===== config.mk =====
export PLATFORM = sky130hd
export DESIGN_NAME = ace_rle_encoder
export DESIGN_NICKNAME = d
export VERILOG_FILES = /design/src/rtl/ace_rle_encoder.sv
export SDC_FILE = /design/constraint.sdc
export NUM_CORES = 1
export LEC_CHECK = 0
export ABC_AREA = 0
export CORE_MARGIN = 1
export CORE_UTILIZATION = 45
export CTS_CLUSTER_DIAMETER = 80
export DETAILED_ROUTE_END_ITERATION = 16
export DONT_BUFFER_PORTS = 1
export HOLD_SLACK_MARGIN = 0.02
export PLACE_DENSITY_LB_ADDON = 0.3
export SLEW_MARGIN = 25
export SYNTH_ARGS = -nofsm -noshare
export SYNTH_HDL_FRONTEND = slang
export SYNTH_SLANG_ARGS = --single-unit

===== constraint.sdc =====
create_clock -name clk_sys -period 4.6 [get_ports clk_sys]
set_input_delay 0 -clock clk_sys [delete_from_list [all_inputs] [get_ports clk_sys]]
set_output_delay 0 -clock clk_sys [all_outputs]
set_load 0.02 [all_outputs]

===== src/rtl/ace_rle_encoder.sv =====
// ace_rle_encoder: reads a RAM region and streams it out in .ACE compressed form
// (literals, ED count value escapes, ED 00 terminator).
module ace_rle_encoder #(
    parameter logic [15:0] START_ADDR = 16'h2000,
    parameter logic [15:0] END_ADDR   = 16'hFFFF,
    parameter int unsigned MIN_RUN    = 3
) (
    input  logic        clk_sys,
    input  logic        reset,
    input  logic        start,
    output logic        busy,
    output logic        done,
    output logic [15:0] mem_addr,
    output logic        mem_rd,
    input  logic [7:0]  mem_din,
    output logic [7:0]  out_data,
    output logic        out_valid,
    input  logic        out_ready,
    output logic [16:0] out_count
);

    localparam int unsigned AW = 17;
    localparam int unsigned MW = 16;
    localparam int unsigned DW = 8;
    localparam int unsigned CW = 17;
    localparam logic [DW-1:0] ESC     = 8'hED;
    localparam logic [DW-1:0] RUN_MAX = 8'hFF;

    typedef enum logic [3:0] {
        IDLE,
        READ,
        WAIT,
        CMP,
        FLUSH_LIT,
        FLUSH_ESC0,
        FLUSH_ESC1,
        FLUSH_ESC2,
        TERM0,
        TERM1,
        DONE
    } state_t;

    state_t          state_q, state_n;
    logic [AW-1:0]   addr_q, addr_n;
    logic [DW-1:0]   byte_q, byte_n;
    logic [DW-1:0]   run_val_q, run_val_n;
    logic [DW-1:0]   run_len_q, run_len_n;
    logic            final_q, final_n;
    logic            busy_q, busy_n;
    logic            done_q, done_n;
    logic [MW-1:0]   mem_addr_q, mem_addr_n;
    logic            mem_rd_q, mem_rd_n;
    logic [DW-1:0]   out_data_q, out_data_n;
    logic            out_valid_q, out_valid_n;
    logic [CW-1:0]   out_count_q, out_count_n;

    logic            accept_c;
    logic            past_end_c;
    logic            do_flush;
    logic            do_read;
    logic            flush_end;

    assign accept_c   = out_valid_q && out_ready;
    // 17-bit compare so an END_ADDR of FFFF terminates instead of wrapping
    assign past_end_c = addr_q > AW'(END_ADDR);

    assign busy      = busy_q;
    assign done      = done_q;
    assign mem_addr  = mem_addr_q;
    assign mem_rd    = mem_rd_q;
    assign out_data  = out_data_q;
    assign out_valid = out_valid_q;
    assign out_count = out_count_q;

    // State and output registers
    always_ff @(posedge clk_sys or posedge reset) begin
        if (reset) begin
            state_q     <= IDLE;
            addr_q      <= AW'(START_ADDR);
            byte_q      <= '0;
            run_val_q   <= '0;
            run_len_q   <= '0;
            final_q     <= 1'b0;
            busy_q      <= 1'b0;
            done_q      <= 1'b0;
            mem_addr_q  <= START_ADDR;
            mem_rd_q    <= 1'b0;
            out_data_q  <= '0;
            out_valid_q <= 1'b0;
            out_count_q <= '0;
        end else begin
            state_q     <= state_n;
            addr_q      <= addr_n;
            byte_q      <= byte_n;
            run_val_q   <= run_val_n;
            run_len_q   <= run_len_n;
            final_q     <= final_n;
            busy_q      <= busy_n;
            done_q      <= done_n;
            mem_addr_q  <= mem_addr_n;
            mem_rd_q    <= mem_rd_n;
            out_data_q  <= out_data_n;
            out_valid_q <= out_valid_n;
            out_count_q <= out_count_n;
        end
    end

    // Next-state, run tracking and stream byte selection
    always_comb begin
        state_n     = state_q;
        addr_n      = addr_q;
        byte_n      = byte_q;
        run_val_n   = run_val_q;
        run_len_n   = run_len_q;
        final_n     = final_q;
        busy_n      = busy_q;
        done_n      = 1'b0;
        mem_addr_n  = mem_addr_q;
        mem_rd_n    = 1'b0;
        out_data_n  = out_data_q;
        out_valid_n = out_valid_q;
        out_count_n = out_count_q;
        do_flush    = 1'b0;
        do_read     = 1'b0;
        flush_end   = 1'b0;

        if (accept_c) begin
            out_count_n = out_count_q + CW'(1);
        end

        unique case (state_q)
            IDLE: begin
                if (start) begin
                    addr_n      = AW'(START_ADDR);
                    out_count_n = '0;
                    run_len_n   = '0;
                    final_n     = 1'b0;
                    busy_n      = 1'b1;
                    do_read     = 1'b1;
                end
            end
            READ: begin
                state_n = WAIT;
            end
            WAIT: begin
                byte_n  = mem_din;
                addr_n  = addr_q + AW'(1);
                state_n = CMP;
            end
            CMP: begin
                if (run_len_q == '0) begin
                    run_val_n = byte_q;
                    run_len_n = DW'(1);
                end else if ((byte_q == run_val_q) && (run_len_q != RUN_MAX)) begin
                    run_len_n = run_len_q + DW'(1);
                end else begin
                    // byte_q is held and becomes the new run once this flush ends
                    final_n  = 1'b0;
                    do_flush = 1'b1;
                end
                if (!do_flush) begin
                    if (past_end_c) begin
                        final_n  = 1'b1;
                        do_flush = 1'b1;
                    end else begin
                        do_read = 1'b1;
                    end
                end
            end
            FLUSH_LIT: begin
                if (accept_c) begin
                    if (run_len_q == DW'(1)) begin
                        flush_end = 1'b1;
                    end else begin
                        run_len_n = run_len_q - DW'(1);
                    end
                end
            end
            FLUSH_ESC0: begin
                if (accept_c) begin
                    out_data_n = run_len_q;
                    state_n    = FLUSH_ESC1;
                end
            end
            FLUSH_ESC1: begin
                if (accept_c) begin
                    out_data_n = run_val_q;
                    state_n    = FLUSH_ESC2;
                end
            end
            FLUSH_ESC2: begin
                if (accept_c) begin
                    flush_end = 1'b1;
                end
            end
            TERM0: begin
                if (accept_c) begin
                    out_data_n = 8'h00;
                    state_n    = TERM1;
                end
            end
            TERM1: begin
                if (accept_c) begin
                    out_valid_n = 1'b0;
                    busy_n      = 1'b0;
                    done_n      = 1'b1;
                    state_n     = DONE;
                end
            end
            DONE: begin
                state_n = IDLE;
            end
            default: begin
                state_n = IDLE;
            end
        endcase

        // Finished emitting a run: either terminate or start the held byte as a new run
        if (flush_end) begin
            if (final_q) begin
                out_data_n  = ESC;
                out_valid_n = 1'b1;
                state_n     = TERM0;
            end else begin
                run_val_n = byte_q;
                run_len_n = DW'(1);
                if (past_end_c) begin
                    final_n  = 1'b1;
                    do_flush = 1'b1;
                end else begin
                    do_read = 1'b1;
                end
            end
        end

        // Present the first byte of a run: escape for ED or long runs, literal otherwise
        if (do_flush) begin
            out_valid_n = 1'b1;
            if ((run_val_n == ESC) || (32'(run_len_n) >= MIN_RUN)) begin
                out_data_n = ESC;
                state_n    = FLUSH_ESC0;
            end else begin
                out_data_n = run_val_n;
                state_n    = FLUSH_LIT;
            end
        end

        // Issue a read only when no stream byte is pending
        if (do_read) begin
            out_valid_n = 1'b0;
            mem_rd_n    = 1'b1;
            mem_addr_n  = addr_n[MW-1:0];
            state_n     = READ;
        end
    end

endmodule


==> impl_metrics.json <==
{
  "dieArea_sq_mm": 0.0115,
  "area_growth_pct": 7.76,
  "start_util_pct": 46.2,
  "synth_area_sq_mm": 0.00498,
  "fp.dieW_microns": 107,
  "rows": 38,
  "report.final.slew_viol_count": 0,
  "status": "complete, no violations",
  "synth_xor_area_share_pct": 5.25,
  "cts_tree": "done",
  "num_vias": 3909,
  "cellPowerDensity_mw_per_mm2": 260,
  "synthCells": 524,
  "insertion_delay_ns": 0.36,
  "grt_pass1_vias": 3680,
  "tns_ns": 0,
  "muxShareOfSynthArea_pct": 6.10,
  "num_io_pins": 57,
  "reg2reg_depth": 14,
  "grt_pass1_wl_microns": 18300,
  "cap_violations": 0,
  "worstSetupEndpointType": "flop",
  "peakVddDrop_uv": 206,
  "final_nets": 537,
  "cp.required_ns": 4.83,
  "grt_setup_unrepaired": "false",
  "arrival_ns": 4.12,
  "yosysUniqueCellTypes": 70,
  "overflow": 0,
  "slew_headroom_pct": 39.3,
  "synth_ff_type": "dfrtp_1",
  "synthSimpleGateAreaFrac_pct": 23.3,
  "final.min_clock_period_ns": 3.89,
  "grt_start_max_net_pins": 52,
  "cts_buffer_depth": 2,
  "ff2ff_setup_slack_ns": 0.71,
  "timing.fmax_ghz": 0.257,
  "cts_buffers": 9,
  "finalCritPeriodShare_pct": 84.6,
  "gp_congestion": 0.849,
  "nFillCells": 988,
  "synth_edf_count": 0,
  "dr.pass1.iters": 5,
  "hold_depth": 4,
  "crit_type": "reg2reg",
  "clock_skew_ns": 0.0124,
  "core_area_sq_mm": 0.0108,
  "drt_iter0_markers": 220,
  "clkTransAtPathRegs_ns": 0.09,
  "wl_per_cell_microns": 16.7,
  "clkSinkCount": 91,
  "syn_area_per_cell_sq_um": 9.51,
  "routed_wl_microns": 11100,
  "synth-seq-area-share_pct": 45.8,
  "synth_nets": 542,
  "hold_viol": 0,
  "timing.rr.start": "addr_q[0]",
  "hpwl_microns": 7580,
  "async_reset_ff_share_pct": 100,
  "finalSetupViolations": 0,
  "p_leak_nw": 2.43,
  "htreeDepth": 3,
  "fp.dieH_microns": 107,
  "n_antenna_cell": 0,
  "drive_above_1_share_pct": 11.3,
  "drc": 0,
  "crit_path_max_fanout": 9,
  "io_buffers": 0,
  "synth_fa_ha_area_share_pct": 1.51,
  "min_to": "out_count[1]",
  "cts_root_buf": "clkbuf_8",
  "synth_compound_area_share_pct": 14.3,
  "holdCritStartpoint": "out_ready",
  "grt_use_total_pct": 20.2,
  "yosys_warnings": 0,
  "tightest_slew_ns": 0.907,
  "rr_endpoint": "out_data[3]",
  "final_util_pct": 49.7,
  "cp-start-kind": "flop",
  "synth_top_family_by_area": "simple AND/OR/NAND/NOR gates",
  "viasPerCell": 5.89,
  "grt_antenna_before_repair": 0,
  "detail-route-antenna-nets": 0,
  "ys_ff_latch": 91,
  "hold_class": "in2reg"
}
-- layout make-up --
cell class / count / area, sq um / share of cell area (%)
Clock inverter: 6 / 72.6 / 1.35
Multi-Input combinational cell: 390 / 2520 / 47.0
Timing Repair Buffer: 14 / 130 / 2.42
Tap cell: 140 / 175 / 3.26
Clock buffer: 10 / 138 / 2.56
Sequential cell: 91 / 2280 / 42.5
Inverter: 13 / 50.0 / 0.932
-- critical path, stage by stage (launching register included) --
cell and delay [ns]:
dfrtp_1 0.40, ha_1 0.20, nand3_1 0.17, nor3_1 0.49, and3_1 0.27, and3_1 0.19
and3_1 0.16, ha_1 0.14, inv_1 0.05, and4_1 0.19, a32o_1 0.31, o21ai_0 0.44
nand2_1 0.35, a211oi_1 0.32, a21oi_1 0.06
-- report_power, final --
group / total, mW / switching [mW] / internal (mW)
Clock: 0.572 / 0.299 / 0.273
Sequential: 0.799 / 0 / 0.799
Combinational: 0.0241 / 0.0173 / 0.00686
Total: 1.40 / 0.316 / 1.08
-- state kept, by name, summed over array words and instances (netlist names) --
signal / flops
byte_q: 8
addr_q: 17
final_q: 1
done: 1
mem_addr: 16
run_len_q: 8
state_q: 4
out_valid: 1
busy: 1
out_count: 17
mem_rd: 1
run_val_q: 8
out_data: 8
-- layer usage --
metal	part of all wire, %	GRT usage (%)
met5	0	0
met4	1.0	6.75
met3	6.0	4.68
met2	47	30.7
met1	46	28.3
-- what timing repair did --
item | CTS | global route
endpoints found under the hold margin | 50 | 0
buffers inserted | 0 | 0
gates resized for setup | 0 | 0
hold buffers | 10 | 0
-- cell usage after synthesis (12+ instances only) --
cell type,instances,area [sq um]
dfrtp_1,89,2230
and3_1,15,93.8
nand2_1,75,282
xor2_1,16,140
inv_1,13,48.8
nand3_1,13,65.1
o21ai_0,32,160
nor2_1,58,218
mux2_2,19,214
xnor2_1,12,105
clkbuf_1,19,71.3
a21oi_1,21,105
-- worst max path at each step --
| stage | startpoint | end | slack [ns] | cells after the start |
|---|---|---|---|---|
| 6_report | addr_q[0] | out_data[3] | 0.71 | 14 |
| 5_1_grt | addr_q[1] | out_data[3] | 0.35 | 14 |
| 3_3_place_gp | addr_q[0] | out_data[7] | 0.87 | 14 |
| 4_1_cts | addr_q[0] | out_data[2] | 0.76 | 14 |
| 3_5_place_dp | addr_q[0] | out_data[3] | 0.78 | 14 |
| 2_1_floorplan | addr_q[0] | out_data[7] | 1.24 | 14 |
-- layout by cell type, fill, tap and decap left out, types with 3 or more instances in the layout --
| cell type | count |
|---|---|
| nand4b_1 | 4 |
| nand2_1 | 75 |
| ha_1 | 6 |
| mux2i_1 | 9 |
| nor2_1 | 58 |
| a221oi_1 | 3 |
| a211oi_1 | 4 |
| nand4_1 | 8 |
| nor2b_1 | 4 |
| nor3_1 | 8 |
| inv_1 | 12 |
| buf_4 | 4 |
| mux2_2 | 19 |
| xnor2_1 | 12 |
| o21ai_0 | 32 |
| and4_1 | 6 |
| a21oi_1 | 21 |
| and3_1 | 15 |
| clkbuf_8 | 10 |
| a22oi_1 | 6 |
| nor4_1 | 3 |
| xor2_1 | 16 |
| and3b_1 | 4 |
| dfrtp_1 | 89 |
| o22ai_1 | 3 |
| and2_1 | 4 |
| a22o_1 | 3 |
| o31ai_1 | 3 |
| dlygate4sd3_1 | 10 |
| nand3_1 | 13 |
| a31oi_1 | 6 |
-- logic make-up after synthesis --
logic type / count (synthesis)
multiplexers: 28
flip-flops: 91
XOR/XNOR: 29
buffers and inverters: 43
adder cells (fa/ha/maj): 6
AO/OA/AOI/OAI: 105
AND/OR/NAND/NOR: 222
-- stage by stage --
| stage | total power, mW | worst slack (ns) | area (sq um) | hold WS (ns) | cells |
|---|---|---|---|---|---|
| 4_1_cts | 1.41 | 0.757 | 5370 | 0.118 | 664 |
| 5_1_grt | 1.45 | 0.354 | 5370 | 0.147 | 664 |
| 6_report | 1.40 | 0.707 | 5370 | 0.149 | 664 |
| 3_3_place_gp | 0.833 | 0.869 | 5050 | 0.0341 | 638 |
| 3_5_place_dp | 0.834 | 0.783 | 5050 | 0.0363 | 638 |
| 2_1_floorplan | 0.828 | 1.24 | 4980 | 0.105 | 524 |
(Power assumes the default switching activity.)
